**src/rtl/apb4_slave_mem.sv**
```systemverilog
// APB4 completer backed by a small word-addressed memory, with programmable
// wait states, byte strobes, PSLVERR on bad addresses and transfer/error counters.
module apb4_slave_mem #(
  parameter int                    ADDR_WIDTH = 32,
  parameter int                    DATA_WIDTH = 32,
  parameter int                    DEPTH      = 16,
  parameter logic [ADDR_WIDTH-1:0] BASE_ADDR  = '0
) (
  input  logic                    clk_i,
  input  logic                    rst_i,
  input  logic [ADDR_WIDTH-1:0]   paddr_i,
  input  logic [2:0]              pprot_i,
  input  logic                    psel_i,
  input  logic                    penable_i,
  input  logic                    pwrite_i,
  input  logic [DATA_WIDTH-1:0]   pwdata_i,
  input  logic [DATA_WIDTH/8-1:0] pstrb_i,
  output logic                    pready_o,
  output logic [DATA_WIDTH-1:0]   prdata_o,
  output logic                    pslverr_o,
  input  logic [3:0]              wait_i,
  output logic [15:0]             xfer_cnt_o,
  output logic [7:0]              err_cnt_o
);

  localparam int IDX_W = $clog2(DEPTH);
  localparam int AW    = IDX_W + 2;
  localparam int NB    = DATA_WIDTH / 8;

  typedef enum logic {S_IDLE, S_ACCESS} state_e;

  state_e                  state_q, state_d;
  logic [3:0]              cnt_q, cnt_d;
  logic [IDX_W-1:0]        idx_q, idx_d;
  logic                    write_q, write_d;
  logic [DATA_WIDTH-1:0]   wdata_q, wdata_d;
  logic [NB-1:0]           strb_q, strb_d;
  logic                    err_q, err_d;
  logic [15:0]             xfer_cnt_q, xfer_cnt_d;
  logic [7:0]              err_cnt_q, err_cnt_d;
  logic [DATA_WIDTH-1:0]   mem_q [DEPTH];
  logic [DATA_WIDTH-1:0]   mem_d [DEPTH];

  logic setup;
  logic addr_err;
  logic done;
  logic unused_pprot;

  assign unused_pprot = ^pprot_i;
  assign setup        = psel_i & ~penable_i;
  // BASE_ADDR is window-aligned, so the window test is an upper-bits compare.
  assign addr_err     = (paddr_i[ADDR_WIDTH-1:AW] != BASE_ADDR[ADDR_WIDTH-1:AW]) |
                        (paddr_i[1:0] != 2'b00);

  always_ff @(posedge clk_i or posedge rst_i) begin
    if (rst_i) begin
      state_q <= S_IDLE;
    end else begin
      state_q <= state_d;
    end
  end

  always_comb begin
    state_d = state_q;
    case (state_q)
      S_IDLE: begin
        if (setup) begin
          state_d = S_ACCESS;
        end
      end
      S_ACCESS: begin
        if (!psel_i) begin
          state_d = S_IDLE;
        end else if (cnt_q == 4'd0 && penable_i) begin
          state_d = S_IDLE;
        end
      end
      default: state_d = S_IDLE;
    endcase
  end

  always_comb begin
    done      = (state_q == S_ACCESS) && (cnt_q == 4'd0) && psel_i && penable_i;
    pready_o  = done;
    pslverr_o = done & err_q;
    prdata_o  = '0;
    if (done && !write_q && !err_q) begin
      prdata_o = mem_q[idx_q];
    end
  end

  assign xfer_cnt_o = xfer_cnt_q;
  assign err_cnt_o  = err_cnt_q;

  always_comb begin
    cnt_d      = cnt_q;
    idx_d      = idx_q;
    write_d    = write_q;
    wdata_d    = wdata_q;
    strb_d     = strb_q;
    err_d      = err_q;
    xfer_cnt_d = xfer_cnt_q;
    err_cnt_d  = err_cnt_q;
    mem_d      = mem_q;
    if (state_q == S_IDLE && setup) begin
      cnt_d   = wait_i;
      idx_d   = paddr_i[AW-1:2];
      write_d = pwrite_i;
      wdata_d = pwdata_i;
      strb_d  = pstrb_i;
      err_d   = addr_err;
    end else if (state_q == S_ACCESS && psel_i && cnt_q != 4'd0) begin
      cnt_d = cnt_q - 4'd1;
    end
    if (done) begin
      xfer_cnt_d = xfer_cnt_q + 16'd1;
      if (err_q && err_cnt_q != 8'hFF) begin
        err_cnt_d = err_cnt_q + 8'd1;
      end
      if (write_q && !err_q) begin
        for (int k = 0; k < NB; k++) begin
          if (strb_q[k]) begin
            mem_d[idx_q][8*k +: 8] = wdata_q[8*k +: 8];
          end
        end
      end
    end
  end

  always_ff @(posedge clk_i or posedge rst_i) begin
    if (rst_i) begin
      cnt_q      <= '0;
      idx_q      <= '0;
      write_q    <= 1'b0;
      wdata_q    <= '0;
      strb_q     <= '0;
      err_q      <= 1'b0;
      xfer_cnt_q <= '0;
      err_cnt_q  <= '0;
      for (int i = 0; i < DEPTH; i++) begin
        mem_q[i] <= '0;
      end
    end else begin
      cnt_q      <= cnt_d;
      idx_q      <= idx_d;
      write_q    <= write_d;
      wdata_q    <= wdata_d;
      strb_q     <= strb_d;
      err_q      <= err_d;
      xfer_cnt_q <= xfer_cnt_d;
      err_cnt_q  <= err_cnt_d;
      for (int i = 0; i < DEPTH; i++) begin
        mem_q[i] <= mem_d[i];
      end
    end
  end

endmodule
```
**config.mk**
```make
export PLATFORM = sky130hd
export DESIGN_NAME = apb4_slave_mem
export DESIGN_NICKNAME = d
export VERILOG_FILES = /design/src/rtl/apb4_slave_mem.sv
export SDC_FILE = /design/constraint.sdc
export NUM_CORES = 1
export LEC_CHECK = 0
export BUFFER_PORTS_ARGS = -buffer_cell sky130_fd_sc_hd__buf_2
export CORE_ASPECT_RATIO = 0.7
export CORE_MARGIN = 3
export CORE_UTILIZATION = 45
export CTS_CLUSTER_SIZE = 8
export DETAILED_ROUTE_END_ITERATION = 10
export HOLD_SLACK_MARGIN = 0.06
export PLACE_DENSITY_LB_ADDON = 0.2
export SLEW_MARGIN = 20
export SYNTH_ARGS = -nofsm -noshare
export SYNTH_HDL_FRONTEND = slang
export SYNTH_SLANG_ARGS = --single-unit
```
**constraint.sdc**
```tcl
create_clock -name clk_i -period 39.1 [get_ports clk_i]
set_input_delay 3.91 -clock clk_i [delete_from_list [all_inputs] [get_ports clk_i]]
set_output_delay 3.91 -clock clk_i [all_outputs]
set_load 0.02 [all_outputs]
```
# Word-level counts from Yosys, hierarchy flattened

Index checks and enable logic that the tools add are counted.
Widths: inputs -> output; s select.

$add $sub $neg: 3
$mul: 0
Divide/modulo/power cells: 0
Magnitude comparators: 2
Eq/ne operators: 1
Shifts and indexed selects: 0
Mux-type cells: 32
Bitwise gates (word level): 6
Reduce and logical (&&, ||, !) cells: 21

Operator list:

| operator              | count |
|---|---|
| $mux 512              | 10 |
| $bwmux 512            | 4 |
| $demux 32 s4          | 4 |
| $bmux 32 s4           | 1 |
| $mux 32               | 4 |
| $reduce_bool 26->1    | 1 |
| $mux 24               | 1 |
| $add 16x1->16 const B | 1 |
| $mux 16               | 1 |
| $logic_and 1x1->1     | 12 |
| $add 8x1->8 const B   | 1 |
| $mux 4                | 2 |
| $mux 8                | 1 |
| $ne 8x8->1 const B    | 1 |
| $ge 5x5->1 const B    | 1 |
| $lt 5x1->1 const B    | 1 |
| $not 4->5             | 1 |
| $logic_not 4->1       | 1 |
| $reduce_and 2->1      | 2 |
| $reduce_bool 2->1     | 2 |
| $reduce_bool 4->1     | 1 |
| $sub 4x1->4 const B   | 1 |
| $mux 1                | 3 |
| $and 1x1->1           | 2 |
| 4 further kinds       | 6 |

Register bits: 583
Latch bits: 0
Memory bits (writable): 0
ROM bits: 0
Input port bits: 80
Output and inout bits: 58
Word-level logic and storage cells: 90
Memories kept: 0

# Longest topological paths before layout

Word-level depth: 19
Mapped depth: 8

# Least setup slack after synthesis

OpenSTA, ideal clock, no wires.

Path kind: input -> output
Start: input penable_i
End: output prdata_o[10]
Data arrival time: 5.262 ns
Data required time: 35.190 ns
Setup slack: 29.928 ns
Stages on the path: 5
Path buffers: 1
Cells stage by stage: nand3_1 nor2_4 nand2_1 buf_2 a211oi_1

Cells in the longest elaborated chain, start to end: 4

RTL lines:

| element                        | line | source |
|---|---|---|
| start, declared                | 14   | `input logic penable_i,` |
| $logic_and 1x1->1              | 83   | `done = (state_q == S_ACCESS) && (cnt_q == 4'd0) && psel_i && penable_i;` |
| named net pready_o             | 18   | `output logic pready_o,` |
| $logic_and 1x1->1 (2 in a row) | 87   | `if (done && !write_q && !err_q) begin` |
| $mux 32                        | 87   |  |
| end, declared                  | 19   | `output logic [DATA_WIDTH-1:0] prdata_o,` |

The timed path passes the listed nets, and every way through them passes these cells.

# Worst setup path after layout

Start: input psel_i
End: output prdata_o[3]

Cells in the longest elaborated chain, start to end: 5

RTL lines:

| element                        | line | source |
|---|---|---|
| start, declared                | 13   | `input logic psel_i,` |
| $logic_and 1x1->1 (2 in a row) | 83   |  |
| $logic_and 1x1->1 (2 in a row) | 87   |  |
| $mux 32                        | 87   |  |

No other way between the ends.

==> results.txt <==
The run finished with clean final reports. Counting instances, the worst hold path has a depth of 1. The clock insertion delay at the later pin of the skew report is 0.61 ns. The clock skew after layout is 0.0248 ns. For this run, the leading register cell type out of synthesis is sky130_fd_sc_hd__dfrtp_1. The cell family contributing the most delay on the critical path is buffers and inverters.

Yosys attributes the largest share of cell area to sky130_fd_sc_hd__dfrtp_1, sky130_fd_sc_hd__mux2_2, sky130_fd_sc_hd__mux4_2, sky130_fd_sc_hd__mux2_4, sky130_fd_sc_hd__nor2_8. The number of DRC violations after detailed-routing iteration 0 is 1008. Based on the critical path, the design can be clocked at up to 101 MHz.

The startpoint identified for the worst register-to-register timing path is idx_q[1]$_DFFE_PP0P_. The combined buffer and inverter count along the critical path is 3. The worst setup path is launched from an input pin. Summing all multi-input logic gate instances after layout gives about 12000 um^2. The maximum number of pins on one net before global-route repair came out at 97. For this block, the routed nets add up to 63400 um of wire.

The arrival time of the worst setup path came out at around 6 ns. After detailed routing, the number of vias per cell comes to approximately 5.7. The die covers 64200 um^2. For this run, the slowest stage of the critical path takes 0.66 ns. The total I/O pin count is 138. The routing usage on met2 is 30.2%. The chip height came out at 213 um.

In this run the static leakage power is 0.0155 uW. The final count of hold timing violations is 0. The congestion estimate from routability-driven global placement came to 0.782.

Global routing consumed, on the met1 layer, 30.2% of the routing resources. The slew at the pin with the worst max-slew slack came out at 1.01 ns. The TritonCTS buffer count is 82. Combinational logic is responsible for 10.3% of the overall power. The first TritonRoute pass finished after 4 iterations. The via total after detailed routing is around 15000.

The final-layout setup total negative slack came out at 0 ns. The core area came out at 60200 um^2. The number of fill cells in the layout came out at between 4000 and 5000. The longest clock path from root to sink contains 3 buffers. The die is 302 um wide. The Yosys warning count is 0. Summing internal, switching and leakage power gives 1460 uW. Summed over all instances, the cell type with the most area after synthesis is sky130_fd_sc_hd__dfrtp_1.

The power density normalized to cell area is roughly 47 nW/um^2. Setup repair after global routing left no endpoint under its margin. The worst hold path belongs to the class register to register. The total routing usage reported by global routing is 20.2%.

The total grt overflow came out at 0. The routing layer with the top usage in global route is met1. The number of nets handed over by synthesis was 1775. The register area came out at around 15000 um^2. Gates resized during post-CTS repair numbered 0. The library cell contributing the largest single delay on the critical path is sky130_fd_sc_hd__a211oi_1.

CTS placed an instance of sky130_fd_sc_hd__clkbuf_16 at the clock tree root. The library cell used most frequently in the layout, excluding fill and tap cells, is sky130_fd_sc_hd__dfrtp_1. The mean routed wirelength per cell is 24.0 um. The sequential element share of the synthesized area came out at approximately 53%. The first global-routing pass estimated just under 100000 um of wire.

The part of the power in registers is 47.1%. The minimum clock period after layout came out at 9.89 ns. The H-tree level count came out at 3. After clock tree synthesis, the clock-pin slew on the worst setup and hold paths is 0.05 ns.

The number of cell rows is 75. The worst endpoint required time is between 30 and 40 ns. The initial core utilization came out at between 40% and 50%. TritonCTS built the clock tree. Net switching is 27.6% of the power. The via count of the first global-routing pass came to 15906. The final HPWL from detailed placement came out at 38000 um. Buffers placed on the I/O ports in this run total 134. The number of distinct library cells after synthesis came out at 50. The number of pins with negative max-slew slack in the final report is 0. The worst setup path is captured at an output pin.

The number of buffers added for setup after CTS is 0. The cell with the most instances on the worst path is sky130_fd_sc_hd__buf_2. Of all flip-flops after synthesis, the portion carrying an async set or reset was between 90% and 100%. The number of sinks handled by clock tree synthesis came out at 583. The count of hold buffers inserted by post-cts repair came out at 0.

The post-synthesis to final-layout area growth is 12.5%. In this run, synthesis produced a sequential element count of between 500 and 600. The critical path starts at psel_i. The type of the worst setup path is input pin to output pin. The reg2reg setup slack is about 35 ns. The tool flagged a number of max-cap violations equal to 0. The worst IR drop on VDD came out at approximately 0.052 mV. The post-synthesis cell area is about 28000 um^2. The worst reg-to-reg path cell count came out at 5. The worst path uses 25.3% of the clock period. The switching power came out at between 400 and 500 uW. The worst hold endpoint is xfer_cnt_o[15]$_DFFE_PP0P_. The DRC violations left is 0. The worst hold path begins at xfer_cnt_o[15]$_DFFE_PP0P_. For met3 alone, demand over resource in global routing was 4.27%. The critical path goes through buf_2 -> nand3_1 -> nor2_4 -> nand2_2 -> buf_4 -> a211oi_1 -> buf_2. The mean instance size in the synthesized netlist came out at 16.3 um^2. The number of nets in the layout came out at about 1900. The clock network is responsible for a little over two fifths of the overall power. The gate count after technology mapping came out at 1691.

The worst pin sits at a relative slew slack of 32.4%. In the final layout, the share of cells above drive strength 1 is 54.0%. The remaining antenna violation count is 0.

Leaving out fill and tap cells, the most frequent cells in the layout are sky130_fd_sc_hd__dfrtp_1, sky130_fd_sc_hd__mux2_2, sky130_fd_sc_hd__buf_2. The count of antenna diodes in the layout came out at 0. The initial antenna violation count is 0.

The highest net fanout along the worst path is 32. The synthesized design devotes to its leading area cell type between 50% and 60% of total area. The final-report setup violation count is 0. The number of synthesized flops with an enable pin came out at 0. In this run the critical register-to-register path is captured at mem_q[62]$_DFFE_PP0P_. The total internal power is 1060 uW.
## layer usage
metal / routed length [um] / vias up / share of wire [%]
met5: 0 / - / 0
met4: 1420 / 0 / 2.2
met3: 2660 / 103 / 4.2
met2: 28700 / 279 / 45
met1: 30500 / 8176 / 48
li1: - / 6587 / -
## stage by stage
stage	instances	setup slack [ns]	area [um^2]	hold WS (ns)	util, %
2_1_floorplan	1691	18.88	27500	0.452	-
3_3_place_gp	2552	29.33	28800	0.456	47.9
3_5_place_dp	2552	29.26	28800	0.473	47.9
4_1_cts	2642	29.26	31000	0.483	51.4
5_1_grt	2642	29.13	31000	0.499	51.4
6_report	2642	29.21	31000	0.479	51.4
## layout make-up
type	instances	area share [%]
flip-flops and latches	583	47.1
multi-input cells	1007	40.1
clock buffers	88	6.83
well taps	808	3.26
repair buffers	150	2.56
clock inverters	2	0.0808
inverters	4	0.0727
## worst register-to-register path, cell delays in order, from the launching register on
cell and delay (ns):
sky130_fd_sc_hd__dfrtp_4 1.09, sky130_fd_sc_hd__buf_4 0.74, sky130_fd_sc_hd__nor2b_1 0.41, sky130_fd_sc_hd__nand3_1 0.33, sky130_fd_sc_hd__nor2_2 0.79, sky130_fd_sc_hd__mux2_2 0.42
## cell usage after synthesis, types with 2 or more instances
library cell	n
sky130_fd_sc_hd__a211oi_1	62
sky130_fd_sc_hd__a31oi_1	2
sky130_fd_sc_hd__and2b_1	2
sky130_fd_sc_hd__and3_1	2
sky130_fd_sc_hd__and4_1	3
sky130_fd_sc_hd__buf_1	39
sky130_fd_sc_hd__buf_12	4
sky130_fd_sc_hd__buf_2	28
sky130_fd_sc_hd__buf_4	2
sky130_fd_sc_hd__buf_6	4
sky130_fd_sc_hd__clkbuf_1	16
sky130_fd_sc_hd__clkbuf_8	2
sky130_fd_sc_hd__dfrtp_1	583
sky130_fd_sc_hd__ha_1	4
sky130_fd_sc_hd__inv_1	4
sky130_fd_sc_hd__mux2_1	19
sky130_fd_sc_hd__mux2_2	450
sky130_fd_sc_hd__mux2_4	88
sky130_fd_sc_hd__mux2i_1	34
sky130_fd_sc_hd__mux4_2	127
sky130_fd_sc_hd__nand2_1	13
sky130_fd_sc_hd__nand2_2	4
sky130_fd_sc_hd__nand2_4	4
sky130_fd_sc_hd__nand3_1	16
sky130_fd_sc_hd__nand3b_1	3
sky130_fd_sc_hd__nand4_1	12
sky130_fd_sc_hd__nand4_4	4
sky130_fd_sc_hd__nor2_1	8
sky130_fd_sc_hd__nor2_2	24
sky130_fd_sc_hd__nor2_4	2
sky130_fd_sc_hd__nor2_8	40
sky130_fd_sc_hd__nor2b_1	34
sky130_fd_sc_hd__nor3_1	4
sky130_fd_sc_hd__nor4_1	8
sky130_fd_sc_hd__o21ai_0	2
sky130_fd_sc_hd__xnor2_1	16
sky130_fd_sc_hd__xor2_1	9
## how the worst max path moves through the flow
stage / endpoint / slack, ns / cells after the start
CTS: prdata_o[3] / 29.26 / 7
global route: prdata_o[3] / 29.13 / 7
detailed placement: prdata_o[3] / 29.26 / 7
finish: prdata_o[3] / 29.21 / 7
floorplan: cnt_q[0]$_DFFE_PP0P_ / 18.88 / 1
global placement: prdata_o[3] / 29.33 / 7
## flip-flops by register name, indices dropped and copies added (netlist names)
register and cells:
xfer_cnt_o 16, err_cnt_o 8, idx_q 4, err_q 1, write_q 1, mem_q 512, state_q 1, strb_q 4
wdata_q 32, cnt_q 4
## logic make-up (layout without fill, tap and decap cells)
| kind of cell | count (synthesis) | in the layout | synth area share [%] |
|---|---|---|---|
| buf+inv | 101 | 244 | 1.97 |
| simple gates | 192 | 192 | 6.65 |
| fa+ha+maj | 4 | 4 | 0.182 |
| compound gates | 68 | 68 | 1.82 |
| mux | 718 | 718 | 35.6 |
| flops | 583 | 583 | 53.0 |
| xor+xnor | 25 | 25 | 0.795 |
## power groups by stage
stage / Combinational, uW / Sequential [uW] / Clock (uW)
floorplan: 148 / 648 / 0
global placement: 151 / 693 / 0
detailed placement: 153 / 696 / 0
CTS: 153 / 686 / 640
global route: 162 / 693 / 665
finish: 150 / 686 / 622
(Power assumes the default switching activity.)
